`src/rtl/dsp_pkg.sv`:
```
// Shared DSP slice definitions: default widths, opmode field layout and
// the X/Z operand-select encodings used by the post-adder.
package dsp_pkg;

   localparam int P_W_DEF = 48;
   localparam int M_W_DEF = 36;

   localparam int OPM_X_LSB   = 0;
   localparam int OPM_Z_LSB   = 2;
   localparam int OPM_SUB_BIT = 4;

   typedef enum logic [1:0] {
      X_ZERO = 2'b00,
      X_M    = 2'b01,
      X_P    = 2'b10,
      X_C    = 2'b11
   } x_sel_e;

   typedef enum logic [1:0] {
      Z_ZERO = 2'b00,
      Z_P    = 2'b01,
      Z_C    = 2'b10,
      Z_RSV  = 2'b11
   } z_sel_e;

endpackage

```
`src/rtl/post_adder.sv`:
```
// Combinational X/Z select, add/subtract, signed-overflow detect and,
// when ACC_SAT_EN is defined, saturation of overflowing results.
module post_adder
   import dsp_pkg::*;
#(
   parameter int P_W = P_W_DEF
) (
   input  logic signed [P_W-1:0] m_val,
   input  logic signed [P_W-1:0] c_val,
   input  logic signed [P_W-1:0] p_fb,
   input  logic        [4:0]     opmode,
   input  logic                  cin,
   output logic signed [P_W-1:0] result,
   output logic                  carry,
   output logic                  ovf
);

   x_sel_e                x_sel;
   z_sel_e                z_sel;
   logic                  sub;
   logic signed [P_W-1:0] x_op;
   logic signed [P_W-1:0] z_op;
   logic signed [P_W+1:0] x_ext;
   logic signed [P_W+1:0] z_ext;
   logic signed [P_W+1:0] cin_ext;
   logic signed [P_W+1:0] full;

`ifdef ACC_SAT_EN
   function automatic logic signed [P_W-1:0] saturate(input logic neg);
      return neg ? {1'b1, {(P_W-1){1'b0}}} : {1'b0, {(P_W-1){1'b1}}};
   endfunction
`endif

   assign x_sel = x_sel_e'(opmode[OPM_X_LSB +: 2]);
   assign z_sel = z_sel_e'(opmode[OPM_Z_LSB +: 2]);
   assign sub   = opmode[OPM_SUB_BIT];

   always_comb begin
      x_op = '0;
      case (x_sel)
         X_M:     x_op = m_val;
         X_P:     x_op = p_fb;
         X_C:     x_op = c_val;
         default: x_op = '0;
      endcase
      z_op = '0;
      case (z_sel)
         Z_P:     z_op = p_fb;
         Z_C:     z_op = c_val;
         default: z_op = '0;
      endcase
   end

   // Two guard bits keep the exact signed result of Z +/- (X + cin).
   assign x_ext   = {{2{x_op[P_W-1]}}, x_op};
   assign z_ext   = {{2{z_op[P_W-1]}}, z_op};
   assign cin_ext = {{(P_W+1){1'b0}}, cin};
   assign full    = sub ? (z_ext - (x_ext + cin_ext)) : (z_ext + x_ext + cin_ext);

   // Unsigned bit P_W differs from the signed one by the operand sign bits.
   assign carry = full[P_W] ^ z_op[P_W-1] ^ x_op[P_W-1];
   assign ovf   = ~((&full[P_W+1:P_W-1]) | ~(|full[P_W+1:P_W-1]));

`ifdef ACC_SAT_EN
   assign result = ovf ? saturate(full[P_W+1]) : full[P_W-1:0];
`else
   assign result = full[P_W-1:0];
`endif

endmodule

```
`src/rtl/mac_post_accumulator.sv`:
```
// Two-stage MAC post-accumulator with valid/ready handshakes on both sides.
// Optional saturation of overflowing results via ACC_SAT_EN (in post_adder).
module mac_post_accumulator
   import dsp_pkg::*;
#(
   parameter int P_W = P_W_DEF,
   parameter int M_W = M_W_DEF
) (
   input  logic                  CLK,
   input  logic                  RST,
   input  logic signed [M_W-1:0] m_in,
   input  logic signed [P_W-1:0] c_in,
   input  logic        [4:0]     opmode,
   input  logic                  carry_in,
   input  logic                  in_valid,
   output logic                  in_ready,
   input  logic                  acc_clr,
   output logic signed [P_W-1:0] p_out,
   output logic                  carry_out,
   output logic                  ovf,
   output logic                  out_valid,
   input  logic                  out_ready
);

   logic signed [P_W-1:0] m_reg;
   logic signed [P_W-1:0] c_reg;
   logic        [4:0]     opmode_reg;
   logic                  cin_reg;
   logic                  m_valid;
   logic                  accept;
   logic                  advance;
   logic signed [P_W-1:0] sum;
   logic                  sum_carry;
   logic                  sum_ovf;

   assign advance  = m_valid && (!out_valid || out_ready);
   assign in_ready = !acc_clr && (!m_valid || !out_valid || out_ready);
   assign accept   = in_valid && in_ready;

   post_adder #(.P_W(P_W)) u_post_adder (
      .m_val  (m_reg),
      .c_val  (c_reg),
      .p_fb   (p_out),
      .opmode (opmode_reg),
      .cin    (cin_reg),
      .result (sum),
      .carry  (sum_carry),
      .ovf    (sum_ovf)
   );

   // Stage M: operand capture
   always_ff @(posedge CLK or posedge RST) begin
      if (RST) begin
         m_reg      <= '0;
         c_reg      <= '0;
         opmode_reg <= '0;
         cin_reg    <= 1'b0;
         m_valid    <= 1'b0;
      end else if (acc_clr) begin
         m_valid <= 1'b0;
      end else if (accept) begin
         m_reg      <= {{(P_W-M_W){m_in[M_W-1]}}, m_in};
         c_reg      <= c_in;
         opmode_reg <= opmode;
         cin_reg    <= carry_in;
         m_valid    <= 1'b1;
      end else if (advance) begin
         m_valid <= 1'b0;
      end
   end

   // Stage P: result register, held while the consumer stalls
   always_ff @(posedge CLK or posedge RST) begin
      if (RST) begin
         p_out     <= '0;
         carry_out <= 1'b0;
         ovf       <= 1'b0;
         out_valid <= 1'b0;
      end else if (acc_clr) begin
         p_out     <= '0;
         carry_out <= 1'b0;
         ovf       <= 1'b0;
         out_valid <= 1'b0;
      end else if (advance) begin
         p_out     <= sum;
         carry_out <= sum_carry;
         ovf       <= sum_ovf;
         out_valid <= 1'b1;
      end else if (out_valid && out_ready) begin
         out_valid <= 1'b0;
      end
   end

endmodule

```
`config.mk`:
```
export PLATFORM = sky130hd
export DESIGN_NAME = mac_post_accumulator
export DESIGN_NICKNAME = d
export VERILOG_FILES = /design/src/rtl/dsp_pkg.sv /design/src/rtl/post_adder.sv /design/src/rtl/mac_post_accumulator.sv
export SDC_FILE = /design/constraint.sdc
export NUM_CORES = 1
export LEC_CHECK = 0
export ABC_CLOCK_PERIOD_IN_PS = 9200
export CORE_ASPECT_RATIO = 0.6
export CORE_MARGIN = 1
export CORE_UTILIZATION = 43
export CTS_CLUSTER_DIAMETER = 30
export DETAILED_ROUTE_END_ITERATION = 10
export DONT_BUFFER_PORTS = 1
export GPL_TIMING_DRIVEN = 1
export HOLD_SLACK_MARGIN = 0.06
export PLACE_DENSITY = 0.56
export SETUP_SLACK_MARGIN = 0.1
export SLEW_MARGIN = 20
export SYNTH_ARGS = -nofsm -noshare
export SYNTH_HDL_FRONTEND = slang
export SYNTH_SLANG_ARGS = --single-unit
```
`constraint.sdc`:
```
create_clock -name CLK -period 9.2 [get_ports CLK]
set_clock_uncertainty 0.2 [all_clocks]
set_input_delay 1.38 -clock CLK [delete_from_list [all_inputs] [get_ports CLK]]
set_output_delay 1.38 -clock CLK [all_outputs]
set_load 0.01 [all_outputs]
```
==> metrics.cfg, run 1 <==
[global_route]
grt_pass1_wl_um=86000
grt_pass1_vias=13100
grt_usage=0.319
antenna_found_initial=1
grt_start_max_net_pins=91
overflow=0

[detailed_routing]
drc=0
vias=14700
drt_pass1_iterations=5
wl_met3_um=8580
wl_met2_um=19600
wl_per_cell_um=25.5
wirelength_um=58700
antenna_left=0
wl_met1_um=30300
vias_per_cell=6.40
first_iter_violations=1800
top_layer=met5

[floorplan]
chipHeight_um=148
initial_core_util=0.436
die_w_um=245
ios=147
die-area_mm2=0.0363
core_area_mm2=0.0350
num_rows=53

[pwr]
p_sw_frac=0.518
vdd_drop_max_v=0.000165
seq_power_share=0.201
p_sw_mw=2.28
power.share.combinational=0.641
power.leakage_nw=6.97
p_per_area_mw_per_mm2=271
clockPowerShare=0.157
p_int_mw=2.12

[synth]
avgSynthCellArea_um2=8.14
syn_area_mm2=0.0153
synthCells=1877
seq_area_frac_synth=0.233
synth_ff_type=dfrtp_1
yosys_register_bits=142
syn_nets=2118
synthArstFlopShare=1.00
ys_types=89
yosysWarnings=0
synth_edf_count=0

[critical_path]
crit_buf_inv=2
critPathRequiredTime_ns=9.29
cp.depth=19
cp_slowest_stage_delay_ns=0.85
critPathCaptureType=register
crit_start=opmode_reg[1]
cp_cell_sequence=nor2b_4 > a22oi_1 > inv_1 > ha_1 > inv_1 > fa_1 > nand2b_4 > a21oi_2 > o41a_1 > nor3_1 > a311oi_1 > nand3_2 > nor4_1 > nand4_1 > nor4_4 > a31oi_1 > o31a_1 > a2111oi_4 > o31ai_2
critPathLaunchType=register
cp.arrival_ns=7.27
path_delay_family=simple AND/OR/NAND/NOR gates
worstSetupPathType=register to register
r2r-start=opmode_reg[1]
reg2regPathDepth=19
cp_slowest_cell=nor4_1
cp_max_fo=24
crit_top_cell=inv_1

[final_layout]
nFillCells=3524
diodes=0
nets=2060
final_common_cell=nand2_1
final_cell_mix=nand2_1 (207), ha_1 (141), nor2_1 (139), dfrtp_1 (139), mux2_2 (125)
area_growth_pct=6.31
post-route-cell-area_mm2=0.0162
drive_gt1_frac=0.120

[clocking]
cts_resized=0
cts_buffer_depth=2
hold_buffers=0
clockRootBuffer=clkbuf_16
numCtsBuffers=17
htree_levels=4
clkSlewWorstSetupHoldPaths_ns=0.07
clock_sinks=142
post_cts_buffers=0
insertion_delay_ns=0.45
tritoncts=built

[timing]
setup_viol_count_final=0
slew_headroom=0.324
drv_slew=0
fin_crit_sh=0.781
min_period_ns=7.18
rsz0062_at_grt=no
fmax_mhz=139
worst_slew_pin_slew_ns=1.01
setup_tns_ns=0
final_hold_viol_count=0

[placement]
placed_area_mm2=0.0156
routabilityCongestion=1.05
hpwl_um=46300
portBuffers=0

[min_path]
hold_start=m_reg[29]
min_path_type=register to register
min_path_cells=1

[run]
drv_cap=0

[outcome]
status=finished, final reports clean

-- stage by stage --
stage	setup slack (ns)	power, mW	util	hold slack (ns)	std cells
after floorplan	3.61	2.77	-	0.275	1877
after global placement	2.34	3.57	0.447	0.285	2267
after detailed placement	2.20	3.56	0.447	0.292	2267
after CTS	2.17	4.27	0.463	0.307	2299
after global routing	1.72	4.64	0.464	0.322	2299
final	2.02	4.40	0.464	0.305	2299
-- cell type report --
type	instances	area (um^2)	area share
sequential	142	3560	0.219
clock inverter	14	146	0.00901
timing repair buffer	13	101	0.00624
multi-input combinational	1524	11000	0.675
clock buffer	18	429	0.0264
inverter	121	459	0.0283
tap	467	584	0.0360
-- final timing paths --
check                           slack, ns       endpoint
worst min-delay path                 0.30      m_reg[29]
min in group asynchronous            0.74       m_reg[4]
worst max-delay path                 2.02            ovf
worst min register to register       0.30      m_reg[29]
worst max register to register       2.02            ovf
max in group asynchronous            6.73  opmode_reg[4]
-- cells in the mapped netlist (6+ instances only) --
cell / count / share of area
nand2_1: 208 / 0.051
inv_1: 121 / 0.030
buf_1: 16 / 0.0039
nand4_1: 24 / 0.0098
a211oi_1: 10 / 0.0049
nand3_1: 41 / 0.013
a31oi_1: 10 / 0.0041
a21oi_1: 119 / 0.039
ha_1: 143 / 0.12
nand2b_1: 19 / 0.0078
o21ai_0: 124 / 0.041
o21a_1: 12 / 0.0059
and3_1: 15 / 0.0061
o31ai_1: 9 / 0.0044
nor3_1: 32 / 0.010
mux2_2: 125 / 0.092
o21ai_1: 11 / 0.0036
and2_1: 10 / 0.0041
or3_1: 11 / 0.0045
nor2_1: 139 / 0.034
o21bai_1: 14 / 0.0069
xor2_1: 50 / 0.029
a22o_1: 57 / 0.033
clkbuf_1: 64 / 0.016
a211o_1: 6 / 0.0034
and4_1: 8 / 0.0046
a21o_1: 39 / 0.019
nor4_1: 6 / 0.0025
a22oi_1: 52 / 0.026
o211a_1: 8 / 0.0052
nor2b_1: 19 / 0.0078
dfrtp_1: 142 / 0.23
o211ai_1: 11 / 0.0054
xnor2_1: 72 / 0.041
or2_2: 9 / 0.0037
buf_2: 7 / 0.0023
-- cells by family (layout without fill, tap and decap cells) --
logic type | count (synthesis) | in the layout | synth area share
mux | 129 | 129 | 0.0948
flops | 142 | 142 | 0.233
fa+ha+maj | 146 | 146 | 0.121
simple gates | 571 | 571 | 0.180
buf+inv | 211 | 166 | 0.0532
compound gates | 556 | 556 | 0.248
xor+xnor | 122 | 122 | 0.0699
-- per-layer routing --
layer / vias up / GRT usage
li1: 6653 / -
met2: 839 / 0.348
met5: - / 0
met3: 25 / 0.138
met4: 2 / 0.0323
met1: 7197 / 0.540
-- power by group through the flow --
stage / combinational, mW / sequential (mW) / clock, mW
detailed placement: 2.67 / 0.889 / 0
finish: 2.82 / 0.885 / 0.692
floorplan: 1.96 / 0.812 / 0
CTS: 2.69 / 0.879 / 0.700
global placement: 2.68 / 0.887 / 0
global route: 3.02 / 0.894 / 0.728
-- worst reg2reg max path, delay by kind of cell, from the launching register on --
kind	cells	cell delay, ns
AND/OR/NAND/NOR	7	2.86
flip-flops	1	0.75
buffers and inverters	2	0.16
AO/OA/AOI/OAI	8	2.42
adder cells (fa/ha/maj)	2	0.64
(Power assumes the default switching activity.)
==> run 2, diff against run 1 <==
--- a/config.mk
+++ b/config.mk
@@ -5,7 +5,7 @@
 export SDC_FILE = /design/constraint.sdc
 export NUM_CORES = 1
 export LEC_CHECK = 0
-export ABC_CLOCK_PERIOD_IN_PS = 9200
+export ABC_CLOCK_PERIOD_IN_PS = 7200
 export CORE_ASPECT_RATIO = 0.6
 export CORE_MARGIN = 1
 export CORE_UTILIZATION = 43
==> constraint.sdc (replaced) <==
create_clock -name CLK -period 7.2 [get_ports CLK]
set_clock_uncertainty 0.2 [all_clocks]
set_input_delay 1.08 -clock CLK [delete_from_list [all_inputs] [get_ports CLK]]
set_output_delay 1.08 -clock CLK [all_outputs]
set_load 0.01 [all_outputs]
==> run 2 against run 1 <==
Core utilization increased by 0.29 points; power up 26%; cell area up 0.62%; critical path depth down 2; setup slack got worse by 1.5 ns; critical endpoint unchanged; largest power group unchanged; register-to-register slack lost 1.5 ns.
==> metrics.cfg, run 2 (synthesis results as in run 1) <==
[placement]
routabilityCongestion=0.986
hpwl_um=45300
portBuffers=0
pre_cts_ws_ns=0.847

[timing]
min_period_ns=6.64
final_hold_viol_count=0
postLayoutSetupSlackWorst_ns=0.559
setup_tns_ns=0
rsz0062_at_grt=no
slew_headroom=0.351
drv_slew=0
fmax_mhz=151
fin_crit_sh=0.922
worst_slew_pin_slew_ns=0.974
setup_viol_count_final=0

[pwr]
power.leakage_nw=7.02
p_per_area_mw_per_mm2=340
vdd_drop_max_v=0.000177

[critical_path]
critPathLaunchType=register
worstSetupPathType=register to register
cp.arrival_ns=6.77
critPathCaptureType=register
cp_max_fo=40
reg2regPathDepth=17
critPathRequiredTime_ns=7.33

[min_path]
min_path_cells=1
min_path_type=register to register

[clocking]
hold_buffers=0
cts_resized=0
clkSlewWorstSetupHoldPaths_ns=0.08
numCtsBuffers=17
cts_buffer_depth=2
clock_sinks=142
post_cts_buffers=0
htree_levels=4
insertion_delay_ns=0.46
clockRootBuffer=clkbuf_16
tritoncts=built

[final_layout]
drive_gt1_frac=0.124
diodes=0
final_common_cell=nand2_1
nets=2067
area_growth_pct=6.97
final_cell_mix=nand2_1 (207), ha_1 (141), nor2_1 (139), dfrtp_1 (139), mux2_2 (125)

[floorplan]
die-area_mm2=0.0363
num_rows=53
chipHeight_um=148
core_area_mm2=0.0350
ios=147
die_w_um=245
initial_core_util=0.436

[run]
drv_cap=0

[outcome]
status=finished, final reports clean

[detailed_routing]
drt_pass1_iterations=5
wl_per_cell_um=24.6
antenna_left=0
wirelength_um=56700
vias=14600
drc=0
vias_per_cell=6.33
first_iter_violations=1879

[global_route]
antenna_found_initial=1
grt_pass1_vias=12800
grt_start_max_net_pins=91
grt_usage=0.308
overflow=0
grt_pass1_wl_um=82800

-- run 2: cell types whose count changed in the layout (fill, tap and decap cells not counted), moves of 2 or more --
cell	delta
buf_4	+6
clkinv_8	+4
buf_12	+2
ha_2	+2
ha_4	-2
inv_6	-2
-- run 2: worst max-delay path: stages (launching register included) --
cell and delay (ns):
dfrtp_1 0.37, inv_1 0.05, ha_2 0.95, nor2_1 0.19
ha_1 0.37, a21oi_1 0.47, o21ai_0 0.35, nor3b_1 0.44
and3_1 0.28, nor4_1 0.08, a211oi_1 0.64, nand3_1 0.22
a2111oi_2 0.41, nor3b_1 0.52, a31oi_1 0.16, o31a_1 0.38
a2111oi_4 0.31, o31ai_2 0.08
-- run 2: power by group --
group | switching [mW] | internal (mW) | leakage, nW
logic | 2.20 | 1.33 | 4.96
clock network | 0.456 | 0.473 | 0.298
registers | 0.188 | 0.923 | 1.76
-- run 2: worst paths after layout --
| kind | slack, ns | end | startpoint |
|---|---|---|---|
| worst min register to register | 0.31 | m_reg[14] | m_reg[14] |
| worst min-delay path | 0.31 | m_reg[14] | m_reg[14] |
| min in group asynchronous | 0.43 | m_reg[4] | RST |
| max in group asynchronous | 4.97 | opmode_reg[4] | RST |
| worst max-delay path | 0.56 | ovf | opmode_reg[2] |
| worst max register to register | 0.56 | ovf | opmode_reg[2] |
-- run 2: metal layers --
metal  routed length, um  share of wire  vias to the layer above  global-route usage
li1                    -              -                     6678                   -
met1               29400           0.52                     7051               0.514
met2               18400           0.32                      828               0.330
met3                8650           0.15                       34               0.151
met4                 316         0.0056                        2              0.0351
met5                   8        0.00014                        -                   0
-- run 2: cell type report --
class	instances	area (um^2)
clock inverters	15	189
multi-input cells	1524	11000
well taps	467	584
repair buffers	20	175
clock buffers	17	425
fillers	3521	18700
flip-flops and latches	142	3560
inverters	121	459
-- run 2: through the flow --
stage          cell area [um^2]  total power, mW  utilization  hold slack, ns  cells
5_1_grt                   16300             5.88        0.467           0.310   2306
3_3_place_gp              15700             4.48        0.449           0.285   2274
6_report                  16300             5.56        0.467           0.306   2306
2_1_floorplan             15300             3.54            -           0.275   1877
4_1_cts                   16300             5.44        0.466           0.306   2306
3_5_place_dp              15700             4.48        0.449           0.291   2274
==> run 3, diff against run 2 <==
--- a/config.mk
+++ b/config.mk
@@ -7,7 +7,6 @@
 export LEC_CHECK = 0
 export ABC_CLOCK_PERIOD_IN_PS = 7200
 export CORE_ASPECT_RATIO = 0.6
-export CORE_MARGIN = 1
 export CORE_UTILIZATION = 43
 export CTS_CLUSTER_DIAMETER = 30
 export DETAILED_ROUTE_END_ITERATION = 10
==> results of run 3 <==
The final DEF is identical to that of run 2; final timing and power are the same.
